`config.mk`:
```
export PLATFORM = sky130hd
export DESIGN_NAME = booth_mul_unit
export DESIGN_NICKNAME = d
export VERILOG_FILES = /design/src/rtl/mul_pkg.sv /design/src/rtl/booth_step.sv /design/src/rtl/booth_mul_unit.sv
export SDC_FILE = /design/constraint.sdc
export NUM_CORES = 1
export LEC_CHECK = 0
export ABC_AREA = 1
export CAP_MARGIN = 5
export CELL_PAD_IN_SITES_DETAIL_PLACEMENT = 0
export CELL_PAD_IN_SITES_GLOBAL_PLACEMENT = 1
export CORE_ASPECT_RATIO = 0.9
export CORE_MARGIN = 1
export CORE_UTILIZATION = 39
export CTS_CLUSTER_SIZE = 28
export DETAILED_ROUTE_END_ITERATION = 8
export PLACE_DENSITY_LB_ADDON = 0.08
export SETUP_SLACK_MARGIN = 0.05
export SYNTH_ARGS = -nofsm -noshare
export SYNTH_HDL_FRONTEND = slang
export SYNTH_SLANG_ARGS = --single-unit
```
`constraint.sdc`:
```
create_clock -name clk -period 3.1 [get_ports clk]
set_input_delay 0.465 -clock clk [delete_from_list [all_inputs] [get_ports clk]]
set_output_delay 0.465 -clock clk [all_outputs]
set_load 0.1 [all_outputs]
```
`src/rtl/mul_pkg.sv`:
```
// Shared definitions for the sequential Booth multiplier.
// FSM encoding, Booth recoding constants and default operand width.
package mul_pkg;

    typedef enum logic [1:0] {
        IDLE = 2'b00,
        STEP = 2'b01,
        DONE = 2'b10
    } mul_state_t;

    localparam logic [1:0] BOOTH_ADD = 2'b01;
    localparam logic [1:0] BOOTH_SUB = 2'b10;

    localparam int MUL_WIDTH = 16;

endpackage

```
`src/rtl/booth_step.sv`:
```
// One radix-2 Booth iteration: conditional add/sub of M into A,
// followed by an arithmetic right shift of {A,Q,Q_m1}.
module booth_step
    import mul_pkg::*;
#(
    parameter int WIDTH = MUL_WIDTH
) (
    input  logic [WIDTH:0]   i_a,
    input  logic [WIDTH-1:0] i_q,
    input  logic             i_q_m1,
    input  logic [WIDTH:0]   i_m,
    output logic [WIDTH:0]   o_a,
    output logic [WIDTH-1:0] o_q,
    output logic             o_q_m1
);

    logic [WIDTH:0] w_sum;

    always_comb begin
        w_sum = i_a;
        unique case ({i_q[0], i_q_m1})
            BOOTH_ADD: w_sum = i_a + i_m;
            BOOTH_SUB: w_sum = i_a - i_m;
            default:   w_sum = i_a;
        endcase
    end

    // A is one bit wider than the operands, so its top bit is the true sign.
    always_comb begin
        {o_a, o_q, o_q_m1} = {w_sum[WIDTH], w_sum, i_q};
    end

endmodule

```
`src/rtl/booth_mul_unit.sv`:
```
// Sequential radix-2 Booth signed multiplier with start/done handshake.
// Optional overflow flag output enabled by defining MUL_OVF_FLAG_EN.
module booth_mul_unit
    import mul_pkg::*;
#(
    parameter int WIDTH = MUL_WIDTH
) (
    input  logic               clk,
    input  logic               rst_b,
    input  logic               start,
    input  logic [WIDTH-1:0]   x_in,
    input  logic [WIDTH-1:0]   y_in,
    output logic               busy,
    output logic               done,
    output logic [2*WIDTH-1:0] product
`ifdef MUL_OVF_FLAG_EN
    ,
    output logic               ovf
`endif
);

    localparam int CW = $clog2(WIDTH + 1);
    localparam logic [CW-1:0] LAST = CW'(WIDTH - 1);

    mul_state_t         r_state;
    mul_state_t         w_state_nxt;

    logic [WIDTH:0]     r_a;
    logic [WIDTH-1:0]   r_q;
    logic               r_q_m1;
    logic [WIDTH:0]     r_m;
    logic [CW-1:0]      r_count;
    logic [2*WIDTH-1:0] r_product;

    logic [WIDTH:0]     w_a_nxt;
    logic [WIDTH-1:0]   w_q_nxt;
    logic               w_q_m1_nxt;
    logic [2*WIDTH-1:0] w_product_nxt;
    logic               w_last;

    booth_step #(
        .WIDTH (WIDTH)
    ) u_step (
        .i_a    (r_a),
        .i_q    (r_q),
        .i_q_m1 (r_q_m1),
        .i_m    (r_m),
        .o_a    (w_a_nxt),
        .o_q    (w_q_nxt),
        .o_q_m1 (w_q_m1_nxt)
    );

    assign w_last        = (r_count == LAST);
    assign w_product_nxt = {w_a_nxt[WIDTH-1:0], w_q_nxt};

    always_ff @(posedge clk) begin
        if (!rst_b) begin
            r_state <= IDLE;
        end else begin
            r_state <= w_state_nxt;
        end
    end

    always_comb begin
        w_state_nxt = r_state;
        unique case (r_state)
            IDLE:    if (start) w_state_nxt = STEP;
            STEP:    if (w_last) w_state_nxt = DONE;
            DONE:    w_state_nxt = IDLE;
            default: w_state_nxt = IDLE;
        endcase
    end

    always_ff @(posedge clk) begin
        if (!rst_b) begin
            r_a       <= '0;
            r_q       <= '0;
            r_q_m1    <= 1'b0;
            r_m       <= '0;
            r_count   <= '0;
            r_product <= '0;
        end else begin
            unique case (r_state)
                IDLE: begin
                    if (start) begin
                        r_m     <= {x_in[WIDTH-1], x_in};
                        r_q     <= y_in;
                        r_a     <= '0;
                        r_q_m1  <= 1'b0;
                        r_count <= '0;
                    end
                end
                STEP: begin
                    r_a     <= w_a_nxt;
                    r_q     <= w_q_nxt;
                    r_q_m1  <= w_q_m1_nxt;
                    r_count <= r_count + 1'b1;
                    if (w_last) begin
                        r_product <= w_product_nxt;
                    end
                end
                default: ;
            endcase
        end
    end

`ifdef MUL_OVF_FLAG_EN
    logic [WIDTH:0] w_hi;
    logic           w_ovf_nxt;
    logic           r_ovf;

    // Fits in WIDTH signed bits only if the top WIDTH+1 bits agree.
    assign w_hi      = w_product_nxt[2*WIDTH-1:WIDTH-1];
    assign w_ovf_nxt = ~((&w_hi) | ~(|w_hi));

    always_ff @(posedge clk) begin
        if (!rst_b) begin
            r_ovf <= 1'b0;
        end else if (r_state == STEP && w_last) begin
            r_ovf <= w_ovf_nxt;
        end
    end

    assign ovf = r_ovf;
`endif

    assign busy    = (r_state != IDLE);
    assign done    = (r_state == DONE);
    assign product = r_product;

endmodule
```
== Yosys cells after proc, flatten, opt, wreduce, memory -nomap -nowiden ==
Cells that the tools add are included.

* Bits in registers: 89
* Bits of input ports: 35
* Output and inout bits: 34
* Logic and storage cells: 36

* $add $sub $neg: 3
* Eq/ne operators: 7
* Muxes and demuxes: 12
* Reduce and logical (&&, ||, !) cells: 7

{| class="wikitable"
|+ Operator list
! operator !! count
|-
| case mux 17 bit (2 select lines) || 2
|-
| case mux 16 bit (2 select lines) || 1
|-
| adder 17 bit || 1
|-
| two-way mux 17 bit || 1
|-
| subtractor 17 bit || 1
|-
| two-way mux 16 bit || 1
|-
| case mux 5 bit (2 select lines) || 1
|-
| AND reduction 2 bit || 4
|-
| adder 5 x 1 -> 5 bit, second input constant || 1
|-
| == test 5 x 4 -> 1 bit, second input constant || 1
|-
| two-way mux 5 bit || 1
|-
| == test 2 x 1 -> 1 bit, second input constant || 2
|-
| == test 2 bit, second input constant || 2
|-
| two-way mux 2 bit || 2
|-
| != test 2 bit, second input constant || 2
|-
| case mux 2 bit (2 select lines) || 1
|-
| nonzero test 2 bit || 2
|-
| zero test 2 bit || 1
|-
| case mux 1 bit (2 select lines) || 1
|-
| two-way mux 1 bit || 1
|}

== Longest topological paths before layout ==
* Word-level depth: 3
* Gate-level depth with buffers: 23
* Depth with buffers taken out: 23

== By module ==
From an unflattened synthesis, not the netlist that was laid out.

* Cell total of the unflattened synthesis: 776
* Area total of the unflattened synthesis: 5037.3 um2

{| class="wikitable"
|+ By module, submodules not included
! module !! instances !! cells an instance !! area an instance (um2) !! seq. area each (um2)
|-
| booth_mul_unit || 1 || 466 || 3398.3 || 1781.7
|-
| booth_step || 1 || 310 || 1639.1 || 0.0
|}

== Worst setup path after synthesis ==
OpenSTA, ideal clock, no wires.

* Path kind: flip-flop to flip-flop
* From: register r_q_m1
* To: register r_a[9]
* Setup time: 134 ps
* Arrival: 2402 ps
* Data required time: 2966 ps
* Setup slack: 565 ps
* Cell stages (with the launch flop): 18
* Buffers on the path: 1
* Clock period less this slack: 2535 ps
* Path through: dfxtp_1 inv_1 ha_1 clkbuf_1 or2_2 xor2_1 inv_1 ha_1 nand2_1 nor2_1 nand3_1 nand2_2 a21oi_2 or2_1 nand3_1 nand2_1 nand2_1 a21oi_1

* Word-level cells in the longest chain between the ends: 3
* Elaborated cells between the ends (all ways): 4
* Those cells by class: eq/ne: 2; mux: 2

{| class="wikitable"
|+ RTL lines
! what !! line !! text
|-
| from (decl) || booth_mul_unit.sv:30 || <nowiki>logic r_q_m1;</nowiki>
|-
| from (signal assigned) || booth_mul_unit.sv:96 || <nowiki>r_q_m1 <= w_q_m1_nxt;</nowiki>
|-
| == test 2 bit / == test 2 x 1 -> 1 bit (equally long branches) || booth_step.sv:21 || <nowiki>unique case ({i_q[0], i_q_m1})</nowiki>
|-
| case mux 17 bit (2 select lines) (*) || booth_step.sv:21 ||
|-
| case mux 17 bit (2 select lines) (*) || booth_mul_unit.sv:83 || <nowiki>unique case (r_state)</nowiki>
|-
| to (signal assigned) || booth_mul_unit.sv:94 || <nowiki>r_a <= w_a_nxt;</nowiki>
|-
| to (decl) || booth_mul_unit.sv:28 || <nowiki>logic [WIDTH:0] r_a;</nowiki>
|}

Mark *: on every way between the ends. The rest lies on a longest branch, timed or not.
A chain may end at the register's enable or synchronous reset.

== Worst setup path after layout ==
* From: register r_m[2]
* To: register r_a[15]

* Word-level cells in the longest chain between the ends: 3
* Elaborated cells between the ends (all ways): 4
* Those cells by class: add/sub: 2; mux: 2

{| class="wikitable"
|+ RTL lines
! what !! line !! text
|-
| from (decl) || booth_mul_unit.sv:31 || <nowiki>logic [WIDTH:0] r_m;</nowiki>
|-
| from (signal assigned) || booth_mul_unit.sv:86 || <nowiki>r_m <= {x_in[WIDTH-1], x_in};</nowiki>
|-
| subtractor 17 bit / adder 17 bit (equally long branches) || booth_step.sv:23, booth_step.sv:22 ||
|-
| case mux 17 bit (2 select lines) (*) || booth_step.sv:21 ||
|-
| case mux 17 bit (2 select lines) (*) || booth_mul_unit.sv:83 ||
|}

Marked as above.

==> impl_results.md <==
* Mux contribution to synthesized area at 0%
* Fmax at 353 MHz
* Initial antenna violation count at 0
* WS Path Type: flip-flop to flip-flop
* Adder-Cell Fraction of Synth Area at 5.62%
* Overflow after GRT at 0
* 1st-pass router iterations at 4
* Filler cell count in the final layout at 1,302
* Internal power at 2080 uW
* Net switching power at 993 uW
* Slew @ Worst Pin at 0.832 ns
* Largest net degree at the start of global routing at 66
* Simple-gate portion of the synthesized area at 28.3%
* Syn Inst Count at 694
* Critical Path End Type: flip-flop
* Slew headroom at 44.5%
* CP Launch Type: flip-flop
* Clock sink count at 88
* Max Cap Viol at 0
* Distinct cells, synth at 39
* Max-slew violation count at 0
* Yosys warnings at 0
* Vias in the first global route at 4,272
* Sequential share of the synthesized area at 36.7%
* Sequential Power Share at 40.1%
* Post-Syn Area at 4810 um^2
* Pre-CTS WS at 0.232 ns
* Worst hold path class: flip-flop to flip-flop
* Peak VDD IR at 0.330 mV
* Avg Cell Area, Syn at 6.92 um^2
* First-pass GRT wire length at 21.2 mm
* H-tree depth at 3
* CTS Buffer Depth at 2
* Die Ht at 107 um
* CORE AREA at 12,000 um^2
* Outcome: complete, no violations
* IO buf count at 68
* P_leak at 0.00258 uW
* Drt drc at 0
* Met3 wire length at 370 um
* Antenna Cells at 0
* Synthesized flop and latch total at 88
* Xor/xnor cell area share of the yosys netlist at 2.55%
* Final period util at 91.3%
* CTS tree: yes
* Die extent in x at 119 um
* Drt wl/cell at 14.1 um
* # IOs at 69
* PD cells at 528 nW/um^2
* Largest family of logic cells by synthesized area: simple AND/OR/NAND/NOR gates
* Final #Nets at 807
* Final Setup Violations at 0
* Met1 wire length at 6.68 mm
* Final hold vios at 0
* Worst-path fanout max at 5
* Clock Skew at 0.00933 ns
* Layout cells sized above 1 at 14.4%
* Comb pwr share at 25.0%
* Met2 Routed Length at 5.67 mm
* WL final at 12.9 mm
* Minimum clock period at 2.83 ns
* Gpl congestion at 0.881
* Fin Hold WS at 0.461 ns
* Post-CTS Hold Fix Bufs at 0
* Clock power share at 34.9%
* Final Worst Setup Slack at 0.270 ns
* GRT Util Overall at 21.1%
* Switching share of power at 32.3%
* Initial DRC count at 232
* WP data arrival at 3.12 ns
* DRT antenna net count at 0
* RSZ-0062 raised after global routing: true
* Post-DP HPWL at 9.24 mm
* Die area at 12,800 um^2
* Via/cell ratio at 4.93
* CTS Buf Count at 9
* Initial Util at 40.0%
* Clk_lat worst skew at 0.35 ns
* Clk slew on worst S/H paths at 0.07 ns
* Synth Area in Compound Gates at 17.0%
* Top layer in use: met4
* Syn_nets at 750
* Routed via count at 4,515
* Num rows at 38
* CTS Root Cell: clkbuf_16
* Synth-to-layout area growth at 21.3%
* Required time of the worst setup path at 3.39 ns
## power by group through the flow
stage	logic [uW]	clock network [uW]	registers (uW)
5_1_grt	875	1140	1240
6_report	769	1070	1230
3_3_place_gp	758	0	1260
4_1_cts	763	1100	1230
3_5_place_dp	761	0	1260
2_1_floorplan	571	0	1240
## registers in the layout, indices dropped and copies added, names as in the netlist
register / count
r_q_m1: 1
r_count: 5
product: 32
r_m: 16
r_state: 2
r_q: 16
r_a: 16
## critical path, stage by stage, from the launching register on
cell and delay, ns:
dfxtp_1 0.32, inv_2 0.09, nand3_1 0.14, nor3_4 0.19
nand3_2 0.13, nor3_4 0.22, a31oi_1 0.12, xor2_1 0.24
ha_1 0.32, nand2_1 0.13, inv_1 0.05, nand2_1 0.06
nand2_1 0.05, inv_2 0.04, nand2_1 0.05, a21oi_1 0.14
nand2_2 0.09, nand3_2 0.07, nand2_2 0.07, nand2_1 0.06
nand2_1 0.06, a21oi_2 0.12
## cell families after synthesis
family                     Yosys count
DFF                                 88
xor gates and xnor gates            14
AOI/OAI and AO/OA                  147
and+or+nand+nor                    308
adders and majority gates           21
buffers and inverters              116
## Yosys cell counts
master | n | area share, %
buf_2 | 5 | 0.52
o22ai_1 | 3 | 0.39
buf_4 | 2 | 0.31
a21oi_1 | 42 | 4.4
clkinv_1 | 1 | 0.078
inv_1 | 77 | 6.0
inv_2 | 7 | 0.55
nor3_2 | 3 | 0.62
nand2_2 | 13 | 1.7
o21bai_1 | 2 | 0.31
a2bb2oi_1 | 2 | 0.36
xnor2_1 | 5 | 0.91
o21ai_0 | 55 | 5.7
clkbuf_8 | 1 | 0.29
o21ai_1 | 13 | 1.4
fa_1 | 1 | 0.42
ha_1 | 20 | 5.2
nand3_2 | 2 | 0.42
nand3b_1 | 3 | 0.47
nor2_1 | 43 | 3.4
dlymetal6s2s_1 | 1 | 0.26
a221oi_1 | 1 | 0.18
a21oi_2 | 7 | 1.3
xor2_1 | 9 | 1.6
buf_6 | 1 | 0.23
or2_2 | 5 | 0.65
and2_1 | 1 | 0.13
nand2_1 | 163 | 13
clkbuf_1 | 21 | 1.6
or2_1 | 4 | 0.52
o31ai_1 | 1 | 0.16
nor2_4 | 1 | 0.23
o21bai_2 | 1 | 0.23
nand4_1 | 3 | 0.39
nor2_2 | 4 | 0.52
nor3_1 | 2 | 0.21
a31oi_1 | 20 | 2.6
dfxtp_1 | 88 | 37
nand3_1 | 61 | 6.4
## routing by layer
layer	track usage [%]	up-vias
met5	0	-
met3	3.92	16
met2	33.4	63
met1	28.5	2057
li1	-	2379
met4	8.14	0
## repair_timing
| action | CTS | global route |
|---|---|---|
| setup buffers | 0 | 1 |
| gates resized for setup | 0 | 10 |
| endpoints found under the setup margin | 0 | 32 |
## worst paths after layout
path / to / depth (start not counted) / slack [ns] / from
setup reg to reg: r_a[15] / 21 / 0.27 / r_m[2]
setup / recovery: r_a[15] / 21 / 0.27 / r_m[2]
hold reg to reg: r_count[4] / 2 / 0.46 / r_count[4]
hold / removal: r_count[4] / 2 / 0.46 / r_count[4]
## final cells by class
cell class / count / area, um^2 / area share, %
Multi-Input combinational cell: 490 / 2600 / 44.6
Sequential cell: 88 / 1760 / 30.2
Timing Repair Buffer: 76 / 651 / 11.2
Inverter: 85 / 327 / 5.60
Clock buffer: 9 / 225 / 3.86
Tap cell: 160 / 200 / 3.43
Clock inverter: 6 / 61.3 / 1.05
Timing Repair inverter: 1 / 5.00 / 0.0858
## through the flow
step	cell area [um^2]	total power [uW]	utilization (%)	TNS [ns]	std cells
2_1_floorplan	4810	1810	-	0	694
3_3_place_gp	5490	2010	45.7	0	898
3_5_place_dp	5490	2020	45.7	0	898
4_1_cts	5780	3090	48.0	0	913
5_1_grt	5830	3260	48.5	-0.0558	915
6_report	5830	3080	48.5	0	915
## layout by cell type (no fill, tap or decap), types with 4 or more instances in the layout
cell | netlist | final
o21ai_1 | 13 | 13
clkbuf_16 | 0 | 9
a21oi_1 | 42 | 41
a21oi_2 | 7 | 8
nand3_1 | 61 | 60
nand2_1 | 163 | 163
nand2_2 | 13 | 13
clkdlybuf4s50_1 | 0 | 33
o21ai_0 | 55 | 55
nor2_1 | 43 | 43
xnor2_1 | 5 | 5
or2_2 | 5 | 5
inv_2 | 7 | 8
inv_1 | 77 | 75
ha_1 | 20 | 18
or2_1 | 4 | 4
dfxtp_1 | 88 | 88
buf_4 | 2 | 42
xor2_1 | 9 | 9
a31oi_1 | 20 | 20
Note: power is estimated with default switching activity, not from simulation.
